<file path="config.mk">
export PLATFORM = sky130hd
export DESIGN_NAME = cnn_kernel_ctrl
export DESIGN_NICKNAME = d
export VERILOG_FILES = /design/src/rtl/cnn_kernel_ctrl.sv
export SDC_FILE = /design/constraint.sdc
export NUM_CORES = 1
export LEC_CHECK = 0
export CAP_MARGIN = 20
export CORE_ASPECT_RATIO = 1.5
export CORE_MARGIN = 1.5
export CORE_UTILIZATION = 62
export CTS_BUF_LIST = sky130_fd_sc_hd__clkbuf_4
export DETAILED_ROUTE_END_ITERATION = 16
export DONT_BUFFER_PORTS = 1
export PLACE_DENSITY = 0.88
export SLEW_MARGIN = 20
export SYNTH_ARGS = -nofsm -noshare
export SYNTH_HDL_FRONTEND = slang
export SYNTH_SLANG_ARGS = --single-unit
</file>
<file path="constraint.sdc">
create_clock -name clk -period 6 [get_ports clk]
set_clock_uncertainty 0.2 [all_clocks]
set_input_delay 1.2 -clock clk [delete_from_list [all_inputs] [get_ports clk]]
set_output_delay 1.2 -clock clk [all_outputs]
set_load 0.005 [all_outputs]
</file>
<file path="src/rtl/cnn_kernel_ctrl.sv">
// cnn_kernel_ctrl: issues kernel beats pixel-major/channel-minor and sums returned channel results per pixel
// Ports:
//   clk, reset_n                    clock, asynchronous active-low reset
//   i_run, i_num_pix                start pulse and output pixel count (latched when accepted in IDLE)
//   o_idle, o_done, o_soft_reset    idle level, end-of-run pulse, kernel pipeline clear pulse
//   o_k_valid, o_k_ich, o_k_pix     kernel beat issue with its channel and pixel index
//   i_k_valid, i_k_acc              returned per-channel kernel result (signed)
//   o_valid, o_data, o_pix, i_ready channel-sum output stream (signed data) with downstream accept
module cnn_kernel_ctrl #(
   parameter int ICH    = 4,
   parameter int CH_BW  = 2,
   parameter int PIX_BW = 16,
   parameter int AK_BW  = 20,
   parameter int ACI_BW = 22
) (
   input  logic                     clk,
   input  logic                     reset_n,
   input  logic                     i_run,
   input  logic [PIX_BW-1:0]        i_num_pix,
   output logic                     o_idle,
   output logic                     o_done,
   output logic                     o_soft_reset,
   output logic                     o_k_valid,
   output logic [CH_BW-1:0]         o_k_ich,
   output logic [PIX_BW-1:0]        o_k_pix,
   input  logic                     i_k_valid,
   input  logic signed [AK_BW-1:0]  i_k_acc,
   output logic                     o_valid,
   output logic signed [ACI_BW-1:0] o_data,
   output logic [PIX_BW-1:0]        o_pix,
   input  logic                     i_ready
);
   typedef enum logic [2:0] {IDLE, CLR, RUN, DRAIN, DONE} state_t;
   localparam logic [CH_BW-1:0] LAST_ICH = CH_BW'(ICH - 1);
   state_t state, state_nx;
   logic [PIX_BW-1:0] num_pix, ret_pix;
   logic [CH_BW-1:0] ret_ich;
   logic signed [ACI_BW-1:0] acc, sum;
   logic final_pending, k_final, stall, issue_final, ret, ret_final, load;
   // A pixel's final beat waits until the previous sum has left the output
   // register path, so a new load can never overwrite an unaccepted result.
   assign k_final = o_k_ich == LAST_ICH;
   assign stall = k_final && (final_pending || (o_valid && !i_ready));
   assign issue_final = o_k_valid && k_final;
   assign ret = i_k_valid && (state == RUN || state == DRAIN);
   assign ret_final = ret_ich == LAST_ICH;
   assign load = ret && ret_final;
   assign sum = (ret_ich == '0 ? '0 : acc) + ACI_BW'(i_k_acc);
   always_comb begin
      state_nx = state;
      o_idle = state == IDLE;
      o_done = state == DONE;
      o_soft_reset = state == CLR;
      o_k_valid = state == RUN && !stall;
      case (state)
         IDLE:    state_nx = i_run ? CLR : IDLE;
         CLR:     state_nx = num_pix == '0 ? DONE : RUN;
         RUN:     state_nx = issue_final && o_k_pix == num_pix - 1'b1 ? DRAIN : RUN;
         DRAIN:   state_nx = ret_pix == num_pix && !o_valid ? DONE : DRAIN;
         default: state_nx = IDLE;
      endcase
   end
   always_ff @(posedge clk or negedge reset_n) begin
      if (!reset_n) begin
         state <= IDLE;
         num_pix <= '0;
         o_k_ich <= '0;
         o_k_pix <= '0;
         ret_ich <= '0;
         ret_pix <= '0;
         acc <= '0;
         final_pending <= 1'b0;
         o_valid <= 1'b0;
         o_data <= '0;
         o_pix <= '0;
      end else begin
         state <= state_nx;
         if (state == IDLE && i_run) num_pix <= i_num_pix;
         if (state == CLR) begin
            o_k_ich <= '0;
            o_k_pix <= '0;
            ret_ich <= '0;
            ret_pix <= '0;
            acc <= '0;
            final_pending <= 1'b0;
         end else begin
            if (o_k_valid) begin
               o_k_ich <= k_final ? '0 : o_k_ich + 1'b1;
               if (k_final) o_k_pix <= o_k_pix + 1'b1;
            end
            if (ret) begin
               acc <= sum;
               ret_ich <= ret_final ? '0 : ret_ich + 1'b1;
               if (ret_final) ret_pix <= ret_pix + 1'b1;
            end
            if (issue_final) final_pending <= 1'b1;
            else if (load) final_pending <= 1'b0;
         end
         if (load) begin
            o_data <= sum;
            o_pix <= ret_pix;
         end
         o_valid <= load || (o_valid && !i_ready);
      end
   end
endmodule

</file>
# == After elaboration in Yosys (flattened, before gate mapping) ==
# Cells that the tools add are included.
# W data, S select, Z words.
# totals
wordCells,73
in_bits,41
regBits,117
out_inout_bits,61
# classes
add_sub_neg,6
muxes,23
reduce_logical,25
n_eq_ne,8
# op_table
op,n
$mux W16,6
$mux W22,3
$add A16 B1 Y16 const B,2
$eq A16 B16 Y1,2
$add A22 B22 Y22,1
$logic_not A16 Y1,1
$sub A16 B1 Y16 const B,1
$mux W2,6
$pmux W3 S4,1
$logic_and A1 B1 Y1,9
$reduce_bool A2 Y1,4
$eq A3 B2 Y1 const B,2
$mux W3,2
$mux W1,5
$add A2 B1 Y2 const B,2
$eq A2 B2 Y1 const B,2
$reduce_and A2 Y1,2
$eq A3 B1 Y1 const B,1
$eq A3 B3 Y1 const B,1
$logic_not A1 Y1,3
$logic_not A3 Y1,1
$logic_or A1 B1 Y1,3
$reduce_bool A3 Y1,1
$logic_not A2 Y1,1

# == Longest topological paths before layout ==
# logic_depth
depth_word,10
ltp_mapped,13
depth_no_buf,12

# == Least setup slack after synthesis ==
# No wires, ideal clock.
# synth_timing
kind,input -> register
startpoint,input port i_k_acc[0]
endpoint,register acc[18]
cell_stages,9
path_slack_ns,2.632
setup_time_ns,0.122
arrival_time_ns,3.046
required_time_ns,5.678
path_buffers,0
path_cell_list,ha_1 > inv_1 > fa_1 > nor2b_1 > o211ai_1 > a21o_1 > a2111oi_0 > o21ai_0 > a32o_1
# synth_between
elab_chain_cells,3
# synth_rtl
element,line_no,source
start: declaration,27,"input logic signed [AK_BW-1:0] i_k_acc,"
$add A22 B22 Y22,48,assign sum = (ret_ich == '0 ? '0 : acc) + ACI_BW'(i_k_acc);
$mux W22,91,if (ret) begin
$mux W22,79,if (state == CLR) begin
end signal: assignment,92,acc <= sum;
end: declaration,38,"logic signed [ACI_BW-1:0] acc, sum;"
# No other way between the ends. The select of a mux whose other input is x is not followed.
# A chain may end at the register's enable or synchronous reset.

# == Final worst setup path ==
# layout_timing
startpoint,register ret_ich[0]
endpoint,register acc[19]
# layout_between
elab_chain_cells,5
# layout_rtl
element,line_no,source
start: declaration,37,logic [CH_BW-1:0] ret_ich;
start signal: assignment,93,ret_ich <= ret_final ? '0 : ret_ich + 1'b1;
$logic_not A2 Y1,48,
$mux W22,48,
$add A22 B22 Y22,48,
$mux W22,91,
$mux W22,79,
# No other way between the ends. The select of a mux whose other input is x is not followed.

==> results.py <==
metrics = {
    "outcome": {
        "status": "completed",
    },
    "job": {
        "drv_cap": 0,
    },
    "die": {
        "core_area_um2": 10900,
        "die-area_um2": 11800,
        "die_w_um": 89.2,
        "initial_core_util": 0.632,
        "die_h_um": 132,
        "io_pins": 102,
        "std_cell_rows": 47,
    },
    "detailed_routing": {
        "drc": 0,
        "routed_via_density": 6.28,
        "drtIter0Drc": 276,
        "vias": 5674,
        "wl_per_cell_um": 19.1,
        "routed_wl_um": 17300,
        "ant_nets": 0,
        "drtPass1Iterations": 7,
    },
    "synth": {
        "synth_top_flop_cell": "dfrtp_1",
        "ys_ff_latch": 117,
        "synth_nets": 825,
        "synth.distinct_cells": 63,
        "yosys.area.top_type": "dfrtp_1",
        "synth_edf_count": 0,
        "synth_area_leaders": "dfrtp_1 42%, nand2_1 6.6%, xor2_1 5.4%",
        "async_flop_share": 1.00,
        "syn_inst": 755,
        "ys.warnings.count": 0,
        "synth_area_um2": 6920,
        "avgSynthCellArea_um2": 9.16,
        "synth.top_cell.area_share": 0.423,
        "seq_area_frac_synth": 0.423,
    },
    "clock_tree": {
        "cts_sinks": 117,
        "post-cts-setup-buffers": 0,
        "clock_path_buffers": 2,
        "postCtsHoldBufs": 0,
        "htreeDepth": 4,
        "cts_resized": 0,
        "cts_tree": "done",
        "numCtsBuffers": 17,
        "clockRootBuffer": "clkbuf_4",
        "clock_latency_ns": 0.55,
        "clk_pin_slew_ns": 0.12,
    },
    "critical_path": {
        "rrSetupSlack_ns": 2.02,
        "worstSetupPathType": "register to register",
        "cp-end-kind": "register",
        "critPathMaxFanout": 22,
        "r2r_start": "ret_ich[0]$_DFFE_PN0P_",
        "start_kind": "register",
        "critPathArrivalTime_ns": 4.24,
        "slowest_delay_ns": 0.75,
        "cp_common_cell": "ha_1",
        "cp.required_ns": 6.26,
        "path_cells": "inv_1 -> ha_1 -> nor2b_1 -> ha_1 -> a21oi_1 -> nand2_1 -> o2111ai_1 -> a2111oi_0 -> or3_1 -> a32o_1",
        "reg2reg_to": "acc[19]$_DFFE_PN0P_",
        "cp_slowest_cell": "ha_1",
        "rr_worst_depth": 10,
    },
    "sta": {
        "post-route-period-util": 0.664,
        "fin_crit_ns": 3.98,
        "setup_viol": 0,
        "worst_slew_pin_slew_ns": 0.914,
        "fin_setup_tns_ns": 0,
        "rsz0062_at_grt": "no",
        "finalHoldViolCount": 0,
        "max_freq_ghz": 0.251,
        "setup_slack_ns": 2.02,
        "max_slew_margin": 0.391,
        "maxSlewViolCount": 0,
        "fin_hold_ws_ns": 0.126,
    },
    "global_route": {
        "grt_usage": 0.307,
        "grt_max_degree": 118,
        "antenna_found_initial": 1,
        "grt_pass1_wl_um": 27800,
        "grt_pass1_vias": 5767,
        "overflow": 0,
    },
    "power_and_ir_drop": {
        "irDropWorstVdd_v": 0.000286,
        "power_mw": 3.47,
        "power_density_nw_per_um2": 481,
        "leakagePower_nw": 3.35,
    },
    "placement": {
        "numPortBuffers": 0,
        "pre_cts_slack_ns": 2.03,
        "place_hpwl_um": 12300,
        "post_dp_cell_area_um2": 6960,
        "placed_cells": 870,
        "routabilityCongestion": 1.02,
    },
    "finish": {
        "nets": 812,
        "syn_to_final_growth_pct": 4.30,
        "design_area_um2": 7220,
        "finalNonFillerCells": 903,
        "layout-drive-gt1-share": 0.0887,
        "utilization": 0.660,
    },
    "worst_hold_path": {
        "hold_path_class": "input port to asynchronous set/reset pin",
    },
}
-- kinds of logic (layout without fill, tap and decap cells) --
| family | count (synthesis) | count (layout) | synth area share |
|---|---|---|---|
| xor gates and xnor gates | 71 | 71 | 0.0899 |
| and+or+nand+nor | 321 | 321 | 0.233 |
| adders and majority gates | 29 | 29 | 0.0535 |
| muxes | 17 | 17 | 0.0271 |
| AOI/OAI and AO/OA | 145 | 145 | 0.138 |
| buffers and inverters | 55 | 55 | 0.0347 |
| DFF | 117 | 117 | 0.423 |
| other | 0 | 1 | 0 |
-- power breakdown --
| part | internal [mW] | switching [mW] |
|---|---|---|
| combinational | 0.694 | 0.915 |
| clock | 0.212 | 0.323 |
| sequential | 1.04 | 0.290 |
| total | 1.94 | 1.53 |
-- critical path: cells and delay by family (launching register included) --
kind	cells	cell delay (ns)
and+or+nand+nor	3	0.67
DFF	1	0.42
buffers and inverters	1	0.07
adders and majority gates	2	1.15
AOI/OAI and AO/OA	4	1.39
-- layout make-up --
| cell class | count | area [um2] |
|---|---|---|
| antenna | 1 | 2.50 |
| clock buffer | 19 | 143 |
| clock inverter | 13 | 108 |
| fill | 943 | 3720 |
| inverter | 19 | 71.3 |
| multi-input combinational | 583 | 3750 |
| sequential | 117 | 2930 |
| tap | 147 | 184 |
| timing repair buffer | 4 | 30.0 |
-- metal layers --
metal	vias up	global-route usage	wire length (um)
li1	2641	-	-
met1	2765	0.336	6330
met2	218	0.536	9280
met3	50	0.0852	1140
met4	0	0.137	529
met5	-	0	0
-- sequential cells by signal, indices dropped and copies added (netlist names) --
name / count
acc: 22
final_pending: 1
num_pix: 16
o_data: 22
o_k_ich: 2
o_k_pix: 16
o_pix: 16
o_valid: 1
ret_ich: 2
ret_pix: 16
state: 3
-- synth_stat cells (7+ instances only) --
| master | n |
|---|---|
| mux2_2 | 14 |
| nor3_1 | 20 |
| dfrtp_1 | 117 |
| a211oi_1 | 7 |
| a21o_1 | 8 |
| nand4_1 | 13 |
| o31ai_1 | 8 |
| nand2_1 | 121 |
| xnor2_1 | 28 |
| and2_1 | 15 |
| or3_1 | 16 |
| nor2b_1 | 25 |
| nor4_1 | 12 |
| inv_1 | 19 |
| a31o_2 | 10 |
| o21ai_0 | 47 |
| ha_1 | 28 |
| clkbuf_1 | 27 |
| nand3_1 | 17 |
| and4_1 | 7 |
| a32o_1 | 9 |
| xor2_1 | 43 |
| a21oi_1 | 29 |
| nor2_1 | 45 |
-- worst max path at each step --
stage / from / endpoint / slack [ns] / depth (start not counted)
floorplan: i_k_acc[0] / acc[18]$_DFFE_PN0P_ / 2.63 / 9
CTS: ret_ich[0]$_DFFE_PN0P_ / acc[19]$_DFFE_PN0P_ / 2.02 / 10
global route: ret_ich[0]$_DFFE_PN0P_ / acc[19]$_DFFE_PN0P_ / 1.64 / 9
finish: ret_ich[0]$_DFFE_PN0P_ / acc[19]$_DFFE_PN0P_ / 2.02 / 10
detailed placement: ret_ich[0]$_DFFE_PN0P_ / acc[19]$_DFFE_PN0P_ / 2.03 / 10
global placement: ret_ich[0]$_DFFE_PN0P_ / acc[19]$_DFFE_PN0P_ / 2.13 / 9
-- placed cells by master (no fill, tap or decap), types with 14 or more instances in the layout --
master,instances
mux2_2,14
inv_1,19
or3_1,16
a21oi_1,29
nand2_1,121
nor2b_1,25
nand3_1,17
nor2_1,45
nor3_1,20
dfrtp_1,117
and2_1,15
ha_1,28
xnor2_1,28
o21ai_0,47
clkbuf_4,19
xor2_1,43
Power figures use the tool's default switching activity.
